## src/rtl/axi_pcie_rq_tag_mgr_if.sv

```systemverilog
// Request/completion bundle between the RQ requester and the tag manager.
// The master drives requests and completion descriptors; the slave is the tag manager.
interface axi_pcie_rq_tag_mgr_if #(
    parameter int unsigned TAG_WIDTH = 8
);
    logic                 req_vld;
    logic [10:0]          req_len;
    logic                 req_rdy;
    logic [TAG_WIDTH-1:0] alloc_tag;

    logic                 cpl_vld;
    logic [TAG_WIDTH-1:0] cpl_tag;
    logic [10:0]          cpl_len;
    logic                 cpl_err;
    logic                 cpl_unexp;
    logic                 cpl_overrun;

    logic [TAG_WIDTH:0]   free_cnt;
    logic                 timeout_vld;
    logic [TAG_WIDTH-1:0] timeout_tag;

    modport master (
        output req_vld, req_len, cpl_vld, cpl_tag, cpl_len, cpl_err,
        input  req_rdy, alloc_tag, cpl_unexp, cpl_overrun, free_cnt, timeout_vld, timeout_tag
    );

    modport slave (
        input  req_vld, req_len, cpl_vld, cpl_tag, cpl_len, cpl_err,
        output req_rdy, alloc_tag, cpl_unexp, cpl_overrun, free_cnt, timeout_vld, timeout_tag
    );
endinterface

```

## src/rtl/axi_pcie_rq_tag_mgr.sv

```systemverilog
// Tag allocator and outstanding-read tracker for the PCIe AXI requester path.
// Define AXI_PCIE_RQ_TAG_TIMEOUT_EN to add the round-robin completion-timeout scanner.
module axi_pcie_rq_tag_mgr #(
    parameter int unsigned TAG_WIDTH      = 8,
    parameter int unsigned TAGS           = 64,
    parameter int unsigned TIMEOUT_CYCLES = 65536
) (
    input logic                  clk_i,
    input logic                  rst_ni,
    axi_pcie_rq_tag_mgr_if.slave tag_if
);
    localparam int unsigned IdxW = $clog2(TAGS);
    localparam logic [TAG_WIDTH:0] CntInit = TAGS[TAG_WIDTH:0];

    typedef logic [IdxW-1:0]      idx_t;
    typedef logic [TAG_WIDTH-1:0] tag_t;

    function automatic idx_t wrap_inc(idx_t v);
        return (v == idx_t'(TAGS - 1)) ? '0 : v + idx_t'(1);
    endfunction

    function automatic logic [10:0] len_dec(logic [10:0] len);
        return (len == 11'd0) ? 11'd1024 : len;
    endfunction

    tag_t               fifo_q [TAGS];
    idx_t               head_q, tail_q;
    logic [TAG_WIDTH:0] cnt_q, cnt_d;
    logic               req_rdy_q;
    logic [TAGS-1:0]    busy_q;
    logic [10:0]        rem_q  [TAGS];
    logic               unexp_q, overrun_q;

    logic        pop, push;
    idx_t        pop_idx, cpl_idx;
    tag_t        push_tag;
    logic        cpl_hit, cpl_rel, cpl_part, cpl_over, cpl_unexp;
    logic [10:0] cpl_len, cpl_rem;
    logic        to_hit;
    tag_t        to_tag;

    always_comb begin
        pop     = tag_if.req_vld && req_rdy_q;
        pop_idx = fifo_q[head_q][IdxW-1:0];
        cpl_idx = tag_if.cpl_tag[IdxW-1:0];
        cpl_len = len_dec(tag_if.cpl_len);
        cpl_rem = rem_q[cpl_idx];
        // Tags beyond TAGS-1 are never busy, so they fall into the unexpected path.
        cpl_hit   = tag_if.cpl_vld && (32'(tag_if.cpl_tag) < TAGS) && busy_q[cpl_idx];
        cpl_unexp = tag_if.cpl_vld && !cpl_hit;
        cpl_over  = cpl_hit && !tag_if.cpl_err && (cpl_len > cpl_rem);
        cpl_rel   = cpl_hit && (tag_if.cpl_err || (cpl_len >= cpl_rem));
        cpl_part  = cpl_hit && !cpl_rel;
        push      = cpl_rel || to_hit;
        push_tag  = cpl_rel ? tag_if.cpl_tag : to_tag;

        cnt_d = cnt_q;
        if (push && !pop) begin
            cnt_d = cnt_q + 1'b1;
        end else if (pop && !push) begin
            cnt_d = cnt_q - 1'b1;
        end
    end

    always_ff @(posedge clk_i or negedge rst_ni) begin
        if (!rst_ni) begin
            for (int unsigned i = 0; i < TAGS; i++) begin
                fifo_q[i] <= tag_t'(i);
                rem_q[i]  <= '0;
            end
            head_q    <= '0;
            tail_q    <= '0;
            cnt_q     <= CntInit;
            req_rdy_q <= 1'b0;
            busy_q    <= '0;
            unexp_q   <= 1'b0;
            overrun_q <= 1'b0;
        end else begin
            if (pop) begin
                busy_q[pop_idx] <= 1'b1;
                rem_q[pop_idx]  <= len_dec(tag_if.req_len);
                head_q          <= wrap_inc(head_q);
            end
            if (cpl_part) begin
                rem_q[cpl_idx] <= cpl_rem - cpl_len;
            end
            if (cpl_rel) begin
                busy_q[cpl_idx] <= 1'b0;
            end
            if (to_hit) begin
                busy_q[to_tag[IdxW-1:0]] <= 1'b0;
            end
            if (push) begin
                fifo_q[tail_q] <= push_tag;
                tail_q         <= wrap_inc(tail_q);
            end
            cnt_q     <= cnt_d;
            req_rdy_q <= (cnt_d != '0);
            unexp_q   <= cpl_unexp;
            overrun_q <= cpl_over;
        end
    end

    assign tag_if.req_rdy     = req_rdy_q;
    assign tag_if.alloc_tag   = fifo_q[head_q];
    assign tag_if.free_cnt    = cnt_q;
    assign tag_if.cpl_unexp   = unexp_q;
    assign tag_if.cpl_overrun = overrun_q;

`ifdef AXI_PCIE_RQ_TAG_TIMEOUT_EN
    logic [31:0] ts_q;
    logic [31:0] stamp_q [TAGS];
    idx_t        scan_q;
    logic        to_vld_q;
    tag_t        to_tag_q;

    // Completion releases own the single free-list push slot; the scanner stalls behind them.
    assign to_hit = !cpl_rel && busy_q[scan_q] &&
                    ((ts_q - stamp_q[scan_q]) >= 32'(TIMEOUT_CYCLES));
    assign to_tag = tag_t'(scan_q);

    always_ff @(posedge clk_i or negedge rst_ni) begin
        if (!rst_ni) begin
            for (int unsigned i = 0; i < TAGS; i++) begin
                stamp_q[i] <= '0;
            end
            ts_q     <= '0;
            scan_q   <= '0;
            to_vld_q <= 1'b0;
            to_tag_q <= '0;
        end else begin
            ts_q <= ts_q + 32'd1;
            if (pop) begin
                stamp_q[pop_idx] <= ts_q;
            end
            if (!cpl_rel) begin
                scan_q <= wrap_inc(scan_q);
            end
            to_vld_q <= to_hit;
            if (to_hit) begin
                to_tag_q <= to_tag;
            end
        end
    end

    assign tag_if.timeout_vld = to_vld_q;
    assign tag_if.timeout_tag = to_tag_q;
`else
    assign to_hit             = 1'b0;
    assign to_tag             = '0;
    assign tag_if.timeout_vld = 1'b0;
    assign tag_if.timeout_tag = '0;
`endif

`ifndef SYNTHESIS
    function automatic idx_t ring_idx(idx_t base, int unsigned off);
        return idx_t'((32'(base) + off) % TAGS);
    endfunction

    always_ff @(posedge clk_i) begin
        if (rst_ni) begin
            assert (TAGS >= 2 && TIMEOUT_CYCLES > 0) else $error("illegal tag manager parameters");
            assert (cnt_q <= CntInit) else $error("free count exceeds TAGS");
            if (push) begin
                for (int unsigned i = 0; i < TAGS; i++) begin
                    if (i < 32'(cnt_q)) begin
                        assert (fifo_q[ring_idx(head_q, i)] != push_tag)
                            else $error("tag %0d pushed while already free", push_tag);
                    end
                end
            end
        end
    end
`endif
endmodule

```

## src/flat_wrapper.sv

```systemverilog
// flat-port wrapper written by rule: the top's interface ports become plain ports
module axi_pcie_rq_tag_mgr_flat 
#(
    parameter int unsigned TAG_WIDTH      = 8,
    parameter int unsigned TAGS           = 64,
    parameter int unsigned TIMEOUT_CYCLES = 65536
)
  (clk_i, rst_ni, tag_if_req_vld, tag_if_req_len, tag_if_cpl_vld, tag_if_cpl_tag, tag_if_cpl_len, tag_if_cpl_err, tag_if_req_rdy, tag_if_alloc_tag, tag_if_cpl_unexp, tag_if_cpl_overrun, tag_if_free_cnt, tag_if_timeout_vld, tag_if_timeout_tag);
  axi_pcie_rq_tag_mgr_if #(.TAG_WIDTH(TAG_WIDTH)) tag_if_i ();
  input logic clk_i;
  input logic rst_ni;
  input wire logic [$bits(tag_if_i.req_vld)-1:0] tag_if_req_vld;
  input wire logic [$bits(tag_if_i.req_len)-1:0] tag_if_req_len;
  input wire logic [$bits(tag_if_i.cpl_vld)-1:0] tag_if_cpl_vld;
  input wire logic [$bits(tag_if_i.cpl_tag)-1:0] tag_if_cpl_tag;
  input wire logic [$bits(tag_if_i.cpl_len)-1:0] tag_if_cpl_len;
  input wire logic [$bits(tag_if_i.cpl_err)-1:0] tag_if_cpl_err;
  output wire logic [$bits(tag_if_i.req_rdy)-1:0] tag_if_req_rdy;
  output wire logic [$bits(tag_if_i.alloc_tag)-1:0] tag_if_alloc_tag;
  output wire logic [$bits(tag_if_i.cpl_unexp)-1:0] tag_if_cpl_unexp;
  output wire logic [$bits(tag_if_i.cpl_overrun)-1:0] tag_if_cpl_overrun;
  output wire logic [$bits(tag_if_i.free_cnt)-1:0] tag_if_free_cnt;
  output wire logic [$bits(tag_if_i.timeout_vld)-1:0] tag_if_timeout_vld;
  output wire logic [$bits(tag_if_i.timeout_tag)-1:0] tag_if_timeout_tag;
  assign tag_if_i.req_vld = tag_if_req_vld;
  assign tag_if_i.req_len = tag_if_req_len;
  assign tag_if_i.cpl_vld = tag_if_cpl_vld;
  assign tag_if_i.cpl_tag = tag_if_cpl_tag;
  assign tag_if_i.cpl_len = tag_if_cpl_len;
  assign tag_if_i.cpl_err = tag_if_cpl_err;
  assign tag_if_req_rdy = tag_if_i.req_rdy;
  assign tag_if_alloc_tag = tag_if_i.alloc_tag;
  assign tag_if_cpl_unexp = tag_if_i.cpl_unexp;
  assign tag_if_cpl_overrun = tag_if_i.cpl_overrun;
  assign tag_if_free_cnt = tag_if_i.free_cnt;
  assign tag_if_timeout_vld = tag_if_i.timeout_vld;
  assign tag_if_timeout_tag = tag_if_i.timeout_tag;
  axi_pcie_rq_tag_mgr #(.TAG_WIDTH(TAG_WIDTH), .TAGS(TAGS), .TIMEOUT_CYCLES(TIMEOUT_CYCLES)) u_core (.clk_i(clk_i), .rst_ni(rst_ni), .tag_if(tag_if_i));
endmodule
```

## config.mk

```make
export PLATFORM = sky130hd
export DESIGN_NAME = axi_pcie_rq_tag_mgr_flat
export DESIGN_NICKNAME = d
export VERILOG_FILES = /design/src/rtl/axi_pcie_rq_tag_mgr_if.sv /design/src/rtl/axi_pcie_rq_tag_mgr.sv /design/src/flat_wrapper.sv
export SDC_FILE = /design/constraint.sdc
export NUM_CORES = 2
export LEC_CHECK = 0
export CAP_MARGIN = 10
export CORE_MARGIN = 5
export CORE_UTILIZATION = 58
export DETAILED_ROUTE_END_ITERATION = 16
export HOLD_SLACK_MARGIN = 0.1
export PLACE_DENSITY = 0.74
export SLEW_MARGIN = 20
export SYNTH_ARGS = -nofsm -noshare
export SYNTH_HDL_FRONTEND = slang
export SYNTH_SLANG_ARGS = --single-unit
```

## constraint.sdc

```tcl
create_clock -name clk_i -period 5.2 [get_ports clk_i]
set_input_delay 0.52 -clock clk_i [delete_from_list [all_inputs] [get_ports clk_i]]
set_output_delay 0.52 -clock clk_i [all_outputs]
set_load 0.02 [all_outputs]
```

Word-level counts from Yosys, hierarchy flattened
Cells that the tools add are included.
- register bits after elaboration: 1304
- input bits: 35
- logic and storage cells: 218
- add/subtract/negate cells: 5
- order comparisons: 14
- equal/unequal tests: 2
- mux-type cells: 32
- bitwise gates (word level): 7
- reductions and logical operators: 23
- operator list (cell ; count):
    704-bit bitwise mux ; 2
    704-bit two-way mux ; 2
    512-bit bitwise mux ; 1
    11-bit demux with 6-bit select ; 2
    64-bit two-way mux ; 2
    11-bit binary-select mux with 6-bit select ; 1
    11-bit two-way mux ; 6
    64-bit AND ; 1
    64-bit inverter ; 1
    64-bit OR ; 1
    8-bit binary-select mux with 6-bit select ; 1
    8-bit demux with 6-bit select ; 1
    8-bit two-way mux ; 4
    7-bit greater-or-equal comparator, second input constant ; 4
    6-bit inverter with 7-bit output ; 4
    11-bit zero test ; 2
    7-bit by 1-bit < comparator with 1-bit output, second input constant ; 3
    9-bit two-way mux ; 2
    1-bit logical AND ; 15
    6-bit by 7-bit < comparator with 1-bit output, second input constant ; 2
    6-bit by 1-bit adder with 6-bit output, second input constant ; 2
    1-bit demux with 6-bit select ; 2
    6-bit equality test, second input constant ; 2
    6-bit by 1-bit greater-or-equal comparator with 1-bit output, second input constant ; 2
    12 further kinds ; 18

Depth between registers and ports, before layout
- word-level depth: 13
- gate-level depth with buffers: 26

Worst setup path after synthesis
No wires, ideal clock.
- kind: input -> register
- from: input tag_if_cpl_tag[0]
- to: register u_core.fifo_q[113] (netlist bit)
- setup time: 0.125 ns
- data arrival time: 5.663 ns
- setup slack: -0.588 ns
- cell stages on the path: 21
- path through: buf_2 clkbuf_1 clkbuf_1 nand2_1 nor2_1 clkbuf_1 buf_1 a22oi_1 a41oi_1 a21oi_1 nand3_1 ha_1 a21o_1 a21o_1 a211o_1 o21ai_0 o311ai_1 or2_2 nor3_1 nand2_1 mux2_2
- word-level cells in the longest chain between the ends: 9
- elaborated cells between the ends (all ways): 14
- those cells by class: 2 x order compare; 7 x mux; 1 x bitwise; 4 x reduce/logical
- RTL lines (what ; line ; RTL):
    from (decl) ; flat_wrapper.sv:15 ; input wire logic [$bits(tag_if_i.cpl_tag)-1:0] tag_if_cpl_tag;
    6-bit inverter with 7-bit output (not written as such) ; axi_pcie_rq_tag_mgr.sv:47 ; cpl_rem = rem_q[cpl_idx];
    11-bit binary-select mux with 6-bit select ; axi_pcie_rq_tag_mgr.sv:47 ;
    11-bit two-way mux (not written as such) (2 in a row) ; axi_pcie_rq_tag_mgr.sv:47 ;
    11-bit greater-or-equal comparator ; axi_pcie_rq_tag_mgr.sv:52 ; cpl_rel = cpl_hit && (tag_if.cpl_err || (cpl_len >= cpl_rem));
    1-bit logical OR ; axi_pcie_rq_tag_mgr.sv:52 ;
    1-bit logical AND (*) ; axi_pcie_rq_tag_mgr.sv:52 ;
    8-bit two-way mux ; axi_pcie_rq_tag_mgr.sv:55 ; push_tag = cpl_rel ? tag_if.cpl_tag : to_tag;
    512-bit bitwise mux ; axi_pcie_rq_tag_mgr.sv:94 ; fifo_q[tail_q] <= push_tag;
    to (signal, indexed assignment) ; axi_pcie_rq_tag_mgr.sv:68 ; fifo_q[i] <= tag_t'(i);
    to (signal, indexed assignment) ; axi_pcie_rq_tag_mgr.sv:94 ;
    to (decl) ; axi_pcie_rq_tag_mgr.sv:26 ; tag_t fifo_q [TAGS];
Mark *: on every way between the ends. The rest lies on a longest branch, timed or not. The select of a mux whose other input is x is not followed.
A chain may end at the register's enable or synchronous reset.

Worst setup path in the final report
- from: input tag_if_cpl_tag[1]
- to: register u_core.fifo_q[209] (netlist bit)
- word-level cells in the longest chain between the ends: 9
- elaborated cells between the ends (all ways): 14
- those cells by class: 2 x order compare; 7 x mux; 1 x bitwise; 4 x reduce/logical
- RTL lines (what ; line):
    6-bit inverter with 7-bit output (not written as such) ; axi_pcie_rq_tag_mgr.sv:47
    11-bit binary-select mux with 6-bit select ; axi_pcie_rq_tag_mgr.sv:47
    11-bit two-way mux (not written as such) (2 in a row) ; axi_pcie_rq_tag_mgr.sv:47
    11-bit greater-or-equal comparator ; axi_pcie_rq_tag_mgr.sv:52
    1-bit logical OR ; axi_pcie_rq_tag_mgr.sv:52
    1-bit logical AND ; axi_pcie_rq_tag_mgr.sv:52
    8-bit two-way mux ; axi_pcie_rq_tag_mgr.sv:55
    512-bit bitwise mux ; axi_pcie_rq_tag_mgr.sv:94
Several ways; a longest one is shown, not always the timed one. The select of a mux whose other input is x is not followed.

==> out/summary.txt <==
==================================================================================================
Worst hold path type                                                                        in2reg
Yosys reg bits                                                                                1304
Layout area overhead                                                                         16.2%
Global Route Usage Sum                                                                       0.339
Slew @ Worst Pin                                                                           1.11 ns
Cell area reported after detailed placement                                             70800 um^2
Crit path top cell by count                                                           sky130_fd_sc_hd__buf_4
Worst slew slack as a fraction of its limit                                                  0.256
Seq/Total Area, Yosys                                                                        0.504
Max clock buf depth                                                                              3
Post-route ant nets                                                                              0
Synth Instances                                                                               5727
Post-route cell area                                                                    75700 um^2
Antenna violations before repair                                                                 5
Fill cell count                                                                               8119
Effective utilization at floorplan                                                           0.582
Root buffer selected by CTS                                                           sky130_fd_sc_hd__clkbuf_16
Leakage power summed over all cells                                                        34.7 nW
Slowest stage cell on the critical path                                               sky130_fd_sc_hd__nor4_4
Final weighted congestion of routability-driven global placement                              1.02
Most instantiated flip-flop cell in the synthesis netlist                             sky130_fd_sc_hd__dfrtp_1
Number of maximum-capacitance violations                                                         0
Required time at the worst-slack endpoint                                                  5.84 ns
Yosys warns                                                                                      0
Final total power                                                                          27.0 mW
Overflow after GRT                                                                               0
Number of buffers added by the clock tree synthesis step                                       139
Chip Height                                                                                 345 um
Pin count of the biggest net entering global routing                                           162
Startpoint types                                                                      primary input
Tmin final                                                                                 5.10 ns
Setup repair after global routing missed its margin                                             no
Final Cycle Share                                                                            0.980
Number of core rows                                                                            123
Average detailed-routed wire length per instance                                           27.3 um
Boundary pin count                                                                              64
Post-synth EDFFs                                                                                 0
Clock transition time at the flip-flop clock pins of the worst setup and hold paths        0.06 ns
Total number of vias                                                                         49.5k
Highest net fanout along the worst path                                                          8
Async SR Flop Fraction                                                                        1.00
Final Hold Viols                                                                                 0
Reg-to-reg setup timing slack                                                              0.20 ns
Data arrival time of the critical path                                                     5.74 ns
Clock latency of the later-clocked register in the worst-skew pair                         0.77 ns
Cell area after synthesis                                                               65200 um^2
CTS Sinks                                                                                     1304
Clock tree from TritonCTS                                                                    built
CP endpoint kind                                                                          register
Largest voltage drop on the vdd net                                                         329 uV
Kind of critical path                                                                       in2reg
Half-perimeter wire length after placement                                               132000 um
Setup Viol. Count Final                                                                          0
Status                                                                                   completed
Max-slew violation total from the final report                                                   0
Clock tree skew after final layout                                                       0.0366 ns
PwrDens                                                                                356 nW/um^2
Die span in x                                                                               345 um
Routed wire length                                                                       206000 um
Worst path cell trace                                                                 buf_4, nand2b_1, buf_4, nor2_4, buf_12, buf_12, a22o_1, a221oi_1, a31oi_1, nor4_4, buf_4, nand3_1, ha_1, a21o_1, a21o_1, a211o_1, o21ai_2, o311ai_4, or2_2, nor3b_2, buf_4, nand2_1, mux2_2
Iteration-0 DRC Markers                                                                       6202
Via count of the first global-routing pass                                                   49.8k
Total Nets Final                                                                              5972
I/O Buffers                                                                                     54
Routed vias/inst                                                                              6.56
Average cell area after synthesis                                                        11.4 um^2
Die Outline Area                                                                       119000 um^2
Global-route wire length before repair                                                   314000 um
Area of the core                                                                       112000 um^2
Number of distinct library cells after synthesis                                                69
H-Tree Depth                                                                                     4
Fraction of final layout cells with drive strength greater than 1                            0.279
Peak per-stage delay on the critical path                                                  0.49 ns
Pre-antenna DRT Iters                                                                            9
Fmax                                                                                     0.196 GHz
DR DRC count                                                                                     0
==================================================================================================
power by group:
part	total (mW)	leakage (nW)	switching, mW	internal (mW)
registers	11.6	17.2	0.667	11.0
logic	5.01	15.1	3.09	1.92
clock network	10.3	2.34	4.31	6.02
total	27.0	34.7	8.07	18.9
synth_stat cells, drive strengths merged (8+ instances only):
cell type | count | share of area
inv | 47 | 0.0027
or2 | 31 | 0.0030
nand3b | 14 | 0.0016
o21ai | 319 | 0.024
nand2 | 425 | 0.024
nor2b | 69 | 0.0066
a31oi | 56 | 0.0054
nor2 | 440 | 0.026
a22oi | 271 | 0.031
a22o | 57 | 0.0077
mux2 | 449 | 0.078
mux4 | 169 | 0.058
nor4 | 18 | 0.0017
dfstp | 193 | 0.078
nand4 | 33 | 0.0032
clkbuf | 417 | 0.024
xnor2 | 11 | 0.0015
ha | 15 | 0.0029
and2 | 81 | 0.0078
a41oi | 15 | 0.0020
dfrtp | 1111 | 0.43
buf | 150 | 0.012
a21oi | 335 | 0.026
or3 | 8 | 0.00084
mux2i | 796 | 0.12
nor3 | 17 | 0.0013
and3 | 11 | 0.0011
a221oi | 57 | 0.0077
nand3 | 34 | 0.0026
cell families after synthesis:
| kind of cell | Yosys count | synth area share |
|---|---|---|
| multiplexers | 1414 | 0.258 |
| flip-flops | 1304 | 0.504 |
| AND/OR/NAND/NOR | 1206 | 0.0830 |
| AO/OA/AOI/OAI | 1155 | 0.110 |
| buffers and inverters | 614 | 0.0390 |
| XOR/XNOR | 17 | 0.00228 |
| adder cells (fa/ha/maj) | 16 | 0.00319 |
| other | 1 | 0.0000575 |
layout by cell type, fill, tap and decap left out, types with 28 or more instances in the layout:
cell | netlist | routed
sky130_fd_sc_hd__nand3_1 | 34 | 34
sky130_fd_sc_hd__and2_1 | 79 | 79
sky130_fd_sc_hd__nor2_1 | 429 | 423
sky130_fd_sc_hd__inv_1 | 47 | 47
sky130_fd_sc_hd__a221oi_1 | 57 | 55
sky130_fd_sc_hd__o21ai_1 | 69 | 70
sky130_fd_sc_hd__a22o_1 | 57 | 57
sky130_fd_sc_hd__nor2b_1 | 69 | 69
sky130_fd_sc_hd__clkbuf_16 | 0 | 142
sky130_fd_sc_hd__mux2i_1 | 796 | 796
sky130_fd_sc_hd__dfrtp_1 | 1111 | 1108
sky130_fd_sc_hd__clkbuf_8 | 0 | 28
sky130_fd_sc_hd__mux4_2 | 169 | 169
sky130_fd_sc_hd__a31oi_1 | 56 | 54
sky130_fd_sc_hd__dfstp_2 | 193 | 193
sky130_fd_sc_hd__o21ai_0 | 250 | 248
sky130_fd_sc_hd__buf_4 | 28 | 463
sky130_fd_sc_hd__a22oi_1 | 271 | 271
sky130_fd_sc_hd__nand2_1 | 425 | 410
sky130_fd_sc_hd__buf_12 | 0 | 95
sky130_fd_sc_hd__a21oi_1 | 331 | 331
sky130_fd_sc_hd__nand4_1 | 33 | 33
sky130_fd_sc_hd__clkbuf_1 | 417 | 29
sky130_fd_sc_hd__clkdlybuf4s50_1 | 0 | 37
sky130_fd_sc_hd__mux2_2 | 430 | 430
state kept, by name (all words and copies together), names as in the netlist:
signal and flops:
u_core.fifo_q 512, u_core.tag_if.cpl_overrun 1, u_core.rem_q 704, u_core.tag_if.cpl_unexp 1, u_core.tag_if.free_cnt 9, u_core.tag_if.req_rdy 1, u_core.head_q 6, u_core.tail_q 6
u_core.busy_q 64
path summary, 6_finish.rpt:
path / from / end / depth (start not counted)
min in group asynchronous: rst_ni / u_core.rem_q[161] / 2
worst min register to register: u_core.fifo_q[194] / u_core.fifo_q[194] / 2
worst max register to register: u_core.head_q[0] / u_core.rem_q[451] / 11
worst max-delay path: tag_if_cpl_tag[1] / u_core.fifo_q[209] / 23
max in group asynchronous: rst_ni / u_core.fifo_q[175] / 3
worst min-delay path: tag_if_cpl_vld / u_core.tag_if.cpl_unexp / 2
stage by stage:
stage,hold WS (ns),util,instances,setup slack [ns],setup TNS [ns]
after global placement,0.464,0.632,7278,-1.42,-1146.72
after global routing,0.371,0.676,7536,0.0260,0
after CTS,0.327,0.675,7535,0.0483,0
after floorplan,0.224,-,5735,0.00918,0
final,0.359,0.676,7540,0.103,0
after detailed placement,0.467,0.632,7278,-1.40,-1076.62
layer usage:
| layer | vias to the layer above | GRT usage | share of wire |
|---|---|---|---|
| met3 | 677 | 0.0758 | 0.093 |
| met4 | 4 | 0.178 | 0.059 |
| met2 | 2734 | 0.523 | 0.46 |
| met5 | - | 0 | 0.00013 |
| met1 | 25000 | 0.452 | 0.39 |
| li1 | 21100 | - | - |
worst max-delay path: cells and delay by family:
kind                       cells  cell delay, ns
buffers and inverters          6            0.97
and+or+nand+nor                7            1.67
AOI/OAI and AO/OA              8            1.95
muxes                          1            0.38
adders and majority gates      1            0.22
timing repair:
item                                    4_1_cts  5_1_grt
gates resized for setup                       6       30
buffers inserted                              0        1
endpoints found under the setup margin      772      709
hold endpoints to repair                    127        0
hold buffers                                  1        0
pin swaps                                     1        5
area by class of cell:
type | instances | area, um^2 | area share
Clock inverter | 57 | 703 | 0.00929
Sequential cell | 1304 | 32900 | 0.434
Timing Repair Buffer | 612 | 5870 | 0.0776
Clock buffer | 199 | 4050 | 0.0534
Inverter | 47 | 176 | 0.00233
Tap cell | 1500 | 1880 | 0.0248
Multi-Input combinational cell | 3817 | 30200 | 0.398
Antenna cell | 4 | 10.0 | 0.000132
(Power assumes the default switching activity.)
